<file path="src/rtl/fp_div_seq.sv">
`timescale 1ns/1ps
// fp_div_seq: iterative IEEE-754-style divider (one quotient bit per cycle) with
// RNE rounding, subnormals, special values, exception flags and optional saturation.
module fp_div_seq #(
  parameter int EXP_W    = 5,
  parameter int MAN_W    = 10,
  parameter int SAT_MODE = 0
) (
  input  logic                 clk,
  input  logic                 rst,
  input  logic [EXP_W+MAN_W:0] data_dividend,
  input  logic [EXP_W+MAN_W:0] data_divisor,
  input  logic                 input_valid,
  output logic [EXP_W+MAN_W:0] data_q,
  output logic [4:0]           flags,
  output logic                 output_update,
  output logic                 idle
);

  localparam int W    = 1 + EXP_W + MAN_W;
  localparam int EW   = EXP_W + 3;
  localparam int MW   = MAN_W + 1;
  localparam int QW   = MAN_W + 3;
  localparam int CW   = $clog2(QW);
  localparam int BIAS = 2**(EXP_W-1) - 1;
  localparam logic signed [EW-1:0] E_ONE  = EW'(1);
  localparam logic signed [EW-1:0] E_ZERO = '0;
  localparam logic signed [EW-1:0] E_BIAS = EW'(BIAS);
  localparam logic signed [EW-1:0] E_MAX  = EW'(2**EXP_W - 1);
  localparam logic [CW-1:0]        LAST_BIT = CW'(QW - 1);

  typedef enum logic [2:0] {
    S_IDLE, S_UNPACK, S_DIV, S_NORM, S_ROUND, S_OUT
  } state_t;

  state_t                state;
  logic [W-1:0]          a_reg, b_reg;
  logic signed [EW-1:0]  exp_r;
  logic [MAN_W+1:0]      rem;
  logic [MAN_W:0]        den;
  logic [QW-1:0]         quo;
  logic [CW-1:0]         cnt;
  logic                  sticky_r, tiny_r;
  logic [W-1:0]          res_q;
  logic [4:0]            res_flags;

  logic [EXP_W-1:0] a_exp, b_exp;
  logic [MAN_W-1:0] a_man, b_man;
  logic a_zero, a_sub, a_inf, a_nan;
  logic b_zero, b_sub, b_inf, b_nan;
  logic sgn;
  logic [W-1:0] inf_v, maxf_v, zero_v, qnan_v, ovf_v;

  assign a_exp  = a_reg[W-2:MAN_W];
  assign b_exp  = b_reg[W-2:MAN_W];
  assign a_man  = a_reg[MAN_W-1:0];
  assign b_man  = b_reg[MAN_W-1:0];
  assign a_zero = (~|a_exp) & (~|a_man);
  assign a_sub  = (~|a_exp) & (|a_man);
  assign a_inf  = (&a_exp) & (~|a_man);
  assign a_nan  = (&a_exp) & (|a_man);
  assign b_zero = (~|b_exp) & (~|b_man);
  assign b_sub  = (~|b_exp) & (|b_man);
  assign b_inf  = (&b_exp) & (~|b_man);
  assign b_nan  = (&b_exp) & (|b_man);
  assign sgn    = a_reg[W-1] ^ b_reg[W-1];
  assign inf_v  = {sgn, {EXP_W{1'b1}}, {MAN_W{1'b0}}};
  assign maxf_v = {sgn, {(EXP_W-1){1'b1}}, 1'b0, {MAN_W{1'b1}}};
  assign zero_v = {sgn, {(W-1){1'b0}}};
  assign qnan_v = {1'b0, {EXP_W{1'b1}}, 1'b1, {(MAN_W-1){1'b0}}};
  assign ovf_v  = (SAT_MODE != 0) ? maxf_v : inf_v;

  // Subnormals are brought to 1.x form; the shift is the distance from the
  // highest set mantissa bit up to the hidden-bit position.
  int                   a_shift, b_shift;
  logic [MAN_W:0]       a_mn, b_mn;
  logic signed [EW-1:0] a_en, b_en, e_calc;

  always_comb begin
    a_shift = 0;
    b_shift = 0;
    for (int i = 0; i < MAN_W; i++) begin
      if (a_man[i]) a_shift = MAN_W - i;
      if (b_man[i]) b_shift = MAN_W - i;
    end
    a_mn   = a_sub ? MW'({1'b0, a_man} << a_shift) : {1'b1, a_man};
    b_mn   = b_sub ? MW'({1'b0, b_man} << b_shift) : {1'b1, b_man};
    a_en   = a_sub ? EW'(1 - a_shift) : EW'(a_exp);
    b_en   = b_sub ? EW'(1 - b_shift) : EW'(b_exp);
    e_calc = a_en - b_en + E_BIAS;
  end

  logic         is_special;
  logic [W-1:0] spec_q;
  logic [4:0]   spec_flags;

  always_comb begin
    is_special = 1'b1;
    spec_q     = '0;
    spec_flags = '0;
    if (a_nan || b_nan) begin
      spec_q = qnan_v;
    end else if ((a_zero && b_zero) || (a_inf && b_inf)) begin
      spec_q     = qnan_v;
      spec_flags = 5'b10000;
    end else if (a_inf) begin
      spec_q = inf_v;
    end else if (b_inf || a_zero) begin
      spec_q = zero_v;
    end else if (b_zero) begin
      spec_q     = (SAT_MODE != 0) ? maxf_v : inf_v;
      spec_flags = 5'b01000;
    end else begin
      is_special = 1'b0;
    end
  end

  // Normalisation: bring q into [1,2), then denormalise tiny results so the
  // shifted-out bits survive only as sticky.
  logic [QW-1:0]        q1, q2;
  logic signed [EW-1:0] e1, sh;
  int                   sh_i;
  logic                 st2, tiny;

  always_comb begin
    q1   = quo[QW-1] ? quo : {quo[QW-2:0], 1'b0};
    e1   = quo[QW-1] ? exp_r : exp_r - E_ONE;
    q2   = q1;
    st2  = (rem != '0);
    tiny = 1'b0;
    sh   = E_ONE - e1;
    sh_i = int'(sh);
    if (e1 < E_ONE) begin
      tiny = 1'b1;
      if (sh_i >= QW) begin
        q2  = '0;
        st2 = 1'b1;
      end else begin
        q2  = q1 >> sh_i;
        st2 = st2 | (|(q1 & ~({QW{1'b1}} << sh_i)));
      end
    end
  end

  logic [MAN_W:0]       mant;
  logic                 g, r, inexact, inc, ovf;
  logic [MAN_W+1:0]     rnd;
  logic signed [EW-1:0] e_out;
  logic [MAN_W-1:0]     man_out;

  always_comb begin
    mant    = quo[QW-1:2];
    g       = quo[1];
    r       = quo[0];
    inexact = g | r | sticky_r;
    inc     = g & (r | sticky_r | mant[0]);
    rnd     = {1'b0, mant} + {{MW{1'b0}}, inc};
    man_out = rnd[MAN_W-1:0];
    e_out   = exp_r;
    if (exp_r == E_ZERO) begin
      if (rnd[MAN_W]) e_out = E_ONE;
    end else if (rnd[MAN_W+1]) begin
      e_out   = exp_r + E_ONE;
      man_out = rnd[MAN_W:1];
    end
    ovf = (e_out >= E_MAX);
  end

  always_ff @(posedge clk) begin
    if (rst) begin
      state         <= S_IDLE;
      idle          <= 1'b1;
      output_update <= 1'b0;
      data_q        <= '0;
      flags         <= '0;
      a_reg         <= '0;
      b_reg         <= '0;
      exp_r         <= '0;
      rem           <= '0;
      den           <= '0;
      quo           <= '0;
      cnt           <= '0;
      sticky_r      <= 1'b0;
      tiny_r        <= 1'b0;
      res_q         <= '0;
      res_flags     <= '0;
    end else begin
      output_update <= 1'b0;
      case (state)
        S_IDLE: begin
          if (input_valid) begin
            a_reg <= data_dividend;
            b_reg <= data_divisor;
            idle  <= 1'b0;
            state <= S_UNPACK;
          end
        end
        S_UNPACK: begin
          if (is_special) begin
            res_q     <= spec_q;
            res_flags <= spec_flags;
            state     <= S_OUT;
          end else begin
            exp_r <= e_calc;
            rem   <= {1'b0, a_mn};
            den   <= b_mn;
            quo   <= '0;
            cnt   <= '0;
            state <= S_DIV;
          end
        end
        S_DIV: begin
          if (rem >= {1'b0, den}) begin
            rem <= (rem - {1'b0, den}) << 1;
            quo <= {quo[QW-2:0], 1'b1};
          end else begin
            rem <= rem << 1;
            quo <= {quo[QW-2:0], 1'b0};
          end
          cnt <= cnt + 1'b1;
          if (cnt == LAST_BIT) state <= S_NORM;
        end
        S_NORM: begin
          quo      <= q2;
          sticky_r <= st2;
          tiny_r   <= tiny;
          exp_r    <= tiny ? E_ZERO : e1;
          state    <= S_ROUND;
        end
        S_ROUND: begin
          res_q     <= ovf ? ovf_v : {sgn, e_out[EXP_W-1:0], man_out};
          res_flags <= {1'b0, 1'b0, ovf, tiny_r & inexact, inexact | ovf};
          state     <= S_OUT;
        end
        S_OUT: begin
          data_q        <= res_q;
          flags         <= res_flags;
          output_update <= 1'b1;
          idle          <= 1'b1;
          state         <= S_IDLE;
        end
        default: state <= S_IDLE;
      endcase
    end
  end

endmodule

</file>
<file path="config.mk">
export PLATFORM = sky130hd
export DESIGN_NAME = fp_div_seq
export DESIGN_NICKNAME = d
export VERILOG_FILES = /design/src/rtl/fp_div_seq.sv
export SDC_FILE = /design/constraint.sdc
export NUM_CORES = 1
export LEC_CHECK = 0
export ABC_AREA = 1
export CAP_MARGIN = 20
export CORE_MARGIN = 5
export CORE_UTILIZATION = 35
export DETAILED_ROUTE_END_ITERATION = 7
export GPL_TIMING_DRIVEN = 0
export PLACE_DENSITY_LB_ADDON = 0.1
export SYNTH_ARGS = -nofsm -noshare
export SYNTH_HDL_FRONTEND = slang
export SYNTH_SLANG_ARGS = --single-unit
</file>
<file path="constraint.sdc">
create_clock -name clk -period 7.8 [get_ports clk]
set_clock_uncertainty 0.05 [all_clocks]
set_input_delay 1.56 -clock clk [delete_from_list [all_inputs] [get_ports clk]]
set_output_delay 1.56 -clock clk [all_outputs]
set_load 0.005 [all_outputs]
</file>
==> results of run 1 <==
## worst paths after layout
check,startpoint,to,slack (ns)
min,idle,idle,0.39
max,a_reg[4],exp_r[7],3.42
max reg2reg,a_reg[4],exp_r[7],3.42
min reg2reg,idle,idle,0.39
## tightest hold or removal path, delay by kind of cell, from the launching register on
kind,cells,cell delay (ns)
flops,1,0.32
simple gates,2,0.09
## logic make-up after synthesis
logic type / after synthesis / share of synthesized area, %
adder cells (fa/ha/maj): 36 / 5.277
XOR/XNOR: 25 / 2.483
AO/OA/AOI/OAI: 363 / 23.54
AND/OR/NAND/NOR: 590 / 29.54
flip-flops: 129 / 29.28
buffers and inverters: 219 / 9.888
## where the power goes
| part | internal (mW) | total [mW] | switching [mW] |
|---|---|---|---|
| Sequential | 0.821 | 0.975 | 0.155 |
| Clock | 0.577 | 0.907 | 0.330 |
| Combinational | 1.16 | 3.54 | 2.38 |
## cells in the final DEF, fill, tap and decap left out, types with 6 or more instances in the layout
master             n
a21oi_1          129
buf_2             10
dfxtp_1          129
buf_4              6
a31oi_1           18
clkbuf_1          42
o221ai_1          10
clkdlybuf4s50_1   57
clkbuf_16         17
nand4_1           24
nor2_1            98
nand2_2            7
inv_1            150
nand3_1          103
o21ai_1            6
nor3_1            15
nand2_1          307
ha_1              34
o211ai_1          11
o31ai_1            7
xnor2_1            7
a221oi_1           8
o21ai_0          139
or2_2              6
nor2_2            10
xor2_1            18
a22o_1            15
## layer usage
metal | global-route usage, % | vias to the layer above | wire length (um)
met5 | 0 | - | 0
met4 | 5.399 | 0 | 554
met3 | 3.363 | 35 | 1756
met2 | 30.31 | 294 | 12400
met1 | 32.50 | 4336 | 15500
li1 | - | 4777 | -
## cell type report
cell class	instances	share of cell area, %
clock inverter	13	1.987
tap	330	3.950
inverter	159	5.709
buffer	60	2.633
timing repair buffer	57	5.458
sequential	129	24.70
clock buffer	19	4.237
multi-input combinational	1014	51.32
## per-stage QoR
| step | hold slack [ns] | power (mW) | setup slack (ns) | std cells |
|---|---|---|---|---|
| CTS | 0.3979 | 5.409 | 3.480 | 1781 |
| global placement | 0.3808 | 4.474 | 3.527 | 1749 |
| global route | 0.4343 | 5.958 | 3.079 | 1781 |
| detailed placement | 0.3835 | 4.475 | 3.521 | 1749 |
| finish | 0.3923 | 5.426 | 3.416 | 1781 |
| floorplan | 0.3707 | 3.556 | 4.336 | 1362 |
==> results by group, run 1 <==
Status
  – Status: finished, final reports clean

Synthesis
  – Post-Syn Area: 8820 um^2
  – Ys async rst share: 0%
  – FF+latch count, synth: 129
  – Synth Net Count: ~1.4k
  – Gate Count Post-Synth: 1,362
  – Most numerous cell in the Yosys netlist: nand2_1
  – Synth unique cells: 48
  – Ys flop type: dfxtp_1
  – Synth area leaders: dfxtp_1 (29%), nand2_1 (13%), o21ai_0 (7.9%)
  – Avg Cell Area, Syn: 6.476 um^2
  – Post-synth top cells: nand2_1 (307), inv_1 (150), o21ai_0 (139)
  – Sequential share of the synthesized area: 29.28%
  – Syn. warnings: 0
  – Number of synthesized flops with an enable pin: 0
  – Post-synth top area share: 29.28%
  – Most area-hungry cell type in the Yosys netlist: dfxtp_1

Critical path
  – CP Depth: 21
  – FF-to-FF path depth: 21
  – Startpoint Class: register
  – CP peak stage delay: around 0.54 ns
  – Bufs and invs on worst path: 3
  – WS Path Type: reg2reg
  – Ordered cell list for the critical path: inv_1 > nand2_1 > nor3_2 > nand2_1 > nor2_1 > nor2_1 > nor2_1 > inv_1 > clkbuf_1 > o21ai_0 > ha_1 > ha_1 > fa_1 > a21oi_1 > o21bai_1 > a21oi_1 > nor2_1 > nor2_1 > xor2_1 > nand2_1 > a21oi_1
  – Slowest CP cell: nor2_1
  – Worst EP required: 8.11 ns
  – Worst-path fanout max: 10
  – CP most frequent cell: nor2_1
  – Critical path's top delay family: simple AND/OR/NAND/NOR gates
  – CP arrival: 4.69 ns
  – Worst setup EP type: register

CTS
  – Bufs on Longest Clock Path: 2
  – Skew-Pair Late Insertion Delay: approximately 0.43 ns
  – CTS buffer count: 17
  – CTS HTree Levels: 4
  – CTS Root Cell: clkbuf_16
  – Clock Sinks: between 100 and 150
  – Setup Buffers After CTS: 0
  – CTS clk-pin slew, worst paths: 0.06 ns
  – CTS tree: built
  – Cts hold-fix bufs: 0
  – Post-CTS sizing: 0

Route
  – Vias per Instance: 5.302
  – Final wirelength: 30,210 um
  – Detailed Routing Iterations Pass 1: 5
  – DRC violations left: 0
  – Via count: 9,442
  – ANT nets after route: 0
  – DR WL/cell: between 15 and 20 um
  – Starting DRT DRC Count: approximately 760

STA
  – Slew @ Worst Pin: 0.9606 ns
  – Endpoints failing hold: 0
  – Maximum clock frequency: approximately 0.23 GHz
  – Min Tclk post-route: around 4.4 ns
  – Post-Route Setup TNS: 0 ns
  – Max-slew headroom: ~35%
  – Fin. max-slew vios: 0
  – Final period util: 56.20%
  – Final setup violation count: 0
  – RSZ-0062 raised after global routing: no

Cells and area
  – Share of layout cells above drive strength 1: 6.478%
  – Filler cells: 2,733
  – Number of diodes: 0
  – Nets: ~1.5k
  – Design area: 10,450 um^2
  – Area of the multi-input gates: 5365 um^2
  – Register area: 2582 um^2
  – Post-layout util: between 40% and 50%
  – Synth-to-Final Area Change: 18.53%

GRT
  – First-pass GRT wire length: 47,980 um
  – Number of global-route vias before repair: 8,499
  – GRT Total Usage: 21.08%
  – Antenna violations before repair: 0
  – Grt ovf: 0
  – Pin count of the biggest net entering global routing: 17

Power
  – Maximum vdd drop: 0.1510 mV
  – Static Leakage: 4.376 nW
  – Pwr dens: 519.1 nW/um^2

Floorplanning
  – Core box area: about 25,000 um^2
  – Io pins: 58
  – Chip width: around 170 um
  – Die boundary height: about 170 um
  – Cell Rows: 58
  – Initial Util: 35.33%
  – Die area: 28,470 um^2

Hold path
  – Worst hold path cell count: 2
  – HP Class: reg2reg

Place
  – DPL Wire Length: ~24,000 um
  – DP Area: 9803 um^2
  – Number of buffers added on ports: 57
  – Gpl congestion: 0.9620

Run
  – Max-Cap Viols: 0
(Power assumes the default switching activity.)
==> inputs of run 2 (changes only) <==
==> constraint.sdc (replaced) <==
create_clock -name clk -period 3.65 [get_ports clk]
set_clock_uncertainty 0.05 [all_clocks]
set_input_delay 0.73 -clock clk [delete_from_list [all_inputs] [get_ports clk]]
set_output_delay 0.73 -clock clk [all_outputs]
set_load 0.005 [all_outputs]
==> run 2 against run 1 <==
Power up 120%. Count of clock-buffer cells in the layout unchanged. Worst hold slack about the same. Maximum frequency up 26%. Combinational power up 130%. Sequential share of layout area down 0.67 points. Sequential power up 120%. Wire length up 0.39%. Setup slack worse by 3.3 ns. Final cell count up 0.56%. Design area up 3.0%. Critical path type unchanged. Highest routed layer unchanged.
==> results by group, run 2 (synthesized netlist as in run 1, its figures left out) <==
Status
  – Status: finished, final reports clean

Floorplanning
  – Cell Rows: 58
  – Io pins: 58
  – Core box area: ~25,000 um^2
  – Chip width: 168.7 um
  – Die boundary height: 168.7 um
  – Die area: 28,470 um^2
  – Initial Util: 35.33%

GRT
  – First-pass GRT wire length: 47,990 um
  – GRT Total Usage: between 20% and 30%
  – Grt ovf: 0
  – Antenna violations before repair: 0
  – Number of global-route vias before repair: roughly 8.5k
  – Pin count of the biggest net entering global routing: 17

Critical path
  – CP arrival: 3.79 ns
  – Worst-path fanout max: 6
  – Worst R2R Setup Slack: 0.17 ns
  – Worst EP required: 3.96 ns
  – Worst setup EP type: register
  – WS Path Type: reg2reg
  – Startpoint Class: register

CTS
  – CTS clk-pin slew, worst paths: 0.06 ns
  – CTS buffer count: 17
  – CTS HTree Levels: 4
  – CTS tree: built
  – Clock Sinks: 129
  – Bufs on Longest Clock Path: 2
  – CTS Root Cell: clkbuf_16
  – Skew-Pair Late Insertion Delay: 0.44 ns

Route
  – ANT nets after route: 0
  – Starting DRT DRC Count: 844
  – DR WL/cell: roughly 17 um
  – Detailed Routing Iterations Pass 1: 5
  – Final wirelength: 30,330 um
  – DRC violations left: 0
  – Via count: 9,403
  – Vias per Instance: 5.250

Power
  – Sw frac: a little over half
  – Cell internal pwr: 5.837 mW
  – Pwr dens: 1134 nW/um^2
  – Static Leakage: around 4.5 nW
  – Share of total power in the clock network: 15.9%
  – Maximum vdd drop: 0.3950 mV
  – Switch Pwr: 6.371 mW
  – Combinational share of power: 66.9%
  – Register share of total power: 17.2%

STA
  – RSZ-0062 raised after global routing: yes
  – Min Tclk post-route: about 3.5 ns
  – Hold Slack: 0.3923 ns
  – Final setup violation count: 0
  – Post-Route Setup TNS: 0 ns
  – Maximum clock frequency: ~0.29 GHz
  – Setup ws final: approximately 0.17 ns
  – Max-slew headroom: 29.84%
  – Slew @ Worst Pin: 1.044 ns
  – Fin. max-slew vios: 0
  – Endpoints failing hold: 0
  – Final period util: 95.46%

Cells and area
  – Most frequent cells in the layout: nand2_1 (298), inv_1 (144), o21ai_0 (136), dfxtp_1 (126), a21oi_1 (124)
  – Area of the multi-input gates: 5554 um^2
  – Share of layout cells above drive strength 1: 10.20%
  – Number of diodes: 0
  – Most common cell after layout, fill and taps aside: nand2_1
  – Design area: 10,770 um^2
  – Nets: roughly 1.5k
  – Register area: 2589 um^2
  – Finished Layout Cells: around 1.8k
  – Filler cells: 2,722
  – Synth-to-Final Area Change: 22.10%

Place
  – Number of buffers added on ports: 57
  – Placed insts: roughly 1.7k
  – DPL Wire Length: 23,520 um
  – Gpl congestion: 0.9620
  – DP Area: roughly 10000 um^2
  – Dpl ws: -0.6288 ns

Run
  – Max-Cap Viols: 0

Hold path
  – HP Class: reg2reg
-- run 2: cell count changes in the layout (fill, tap and decap cells not counted), moves of 6 or more --
cell,previous run,this run
buf_4,6,15
inv_1,150,144
nand2_1,307,298
nand2_2,7,15
nor2_1,98,91
-- run 2: stage by stage --
step                      utilization (%)  total power [mW]
after floorplan                         -             7.599
after global placement              39.27             9.562
after detailed placement            39.27             9.563
after CTS                           42.03             11.63
after global routing                43.14             13.37
final                               43.14             12.21
-- run 2: worst max-delay path, cell delays in order, from the launching register on --
cell and delay, ns:
dfxtp_1 0.30, inv_2 0.10, nand2_2 0.09, nor3_4 0.29, nand2_2 0.13, nor2_4 0.15, nor2_2 0.07, nor2_4 0.17
clkinvlp_4 0.13, o21ai_2 0.18, ha_1 0.26, ha_1 0.23, fa_2 0.37, a21oi_2 0.13, o21bai_1 0.10, a21oi_1 0.14
nor2_1 0.05, nor2_1 0.10, xor2_1 0.15, nand2_1 0.07, a21oi_1 0.14
-- run 2: layout make-up --
| class | instances | share of cell area (%) |
|---|---|---|
| multi-input cells | 1014 | 51.57 |
| flip-flops and latches | 129 | 24.04 |
| repair buffers | 69 | 6.135 |
| inverters | 159 | 5.623 |
| clock buffers | 19 | 4.113 |
| well taps | 330 | 3.834 |
| plain buffers | 58 | 2.754 |
| clock inverters | 13 | 1.929 |
-- run 2: power by group through the flow --
stage / clock, mW / sequential (mW) / combinational, mW
2_1_floorplan: 0 / 1.99 / 5.61
3_3_place_gp: 0 / 2.10 / 7.46
3_5_place_dp: 0 / 2.10 / 7.46
4_1_cts: 1.96 / 2.08 / 7.59
5_1_grt: 2.02 / 2.15 / 9.19
6_report: 1.94 / 2.10 / 8.16
-- run 2: per-layer routing --
metal	global-route usage (%)	wire, um	part of all wire (%)	up-vias
met5	0	0	0	-
met4	5.399	458	1.5	0
met3	3.363	1818	6.0	27
met2	30.31	12680	42	254
met1	32.52	15370	51	4324
li1	-	-	-	4798
-- run 2: final timing paths --
path	start	end	cells past startpoint
worst max-delay path	a_reg[3]	exp_r[7]	20
worst min-delay path	idle	idle	2
worst max register to register	a_reg[3]	exp_r[7]	20
worst min register to register	idle	idle	2
-- run 2: repair_timing --
item,CTS,global route
setup buffers,2,10
setup endpoints to repair,7,21
gates resized for setup,12,57
pin swaps,0,17
hold buffers,0,0
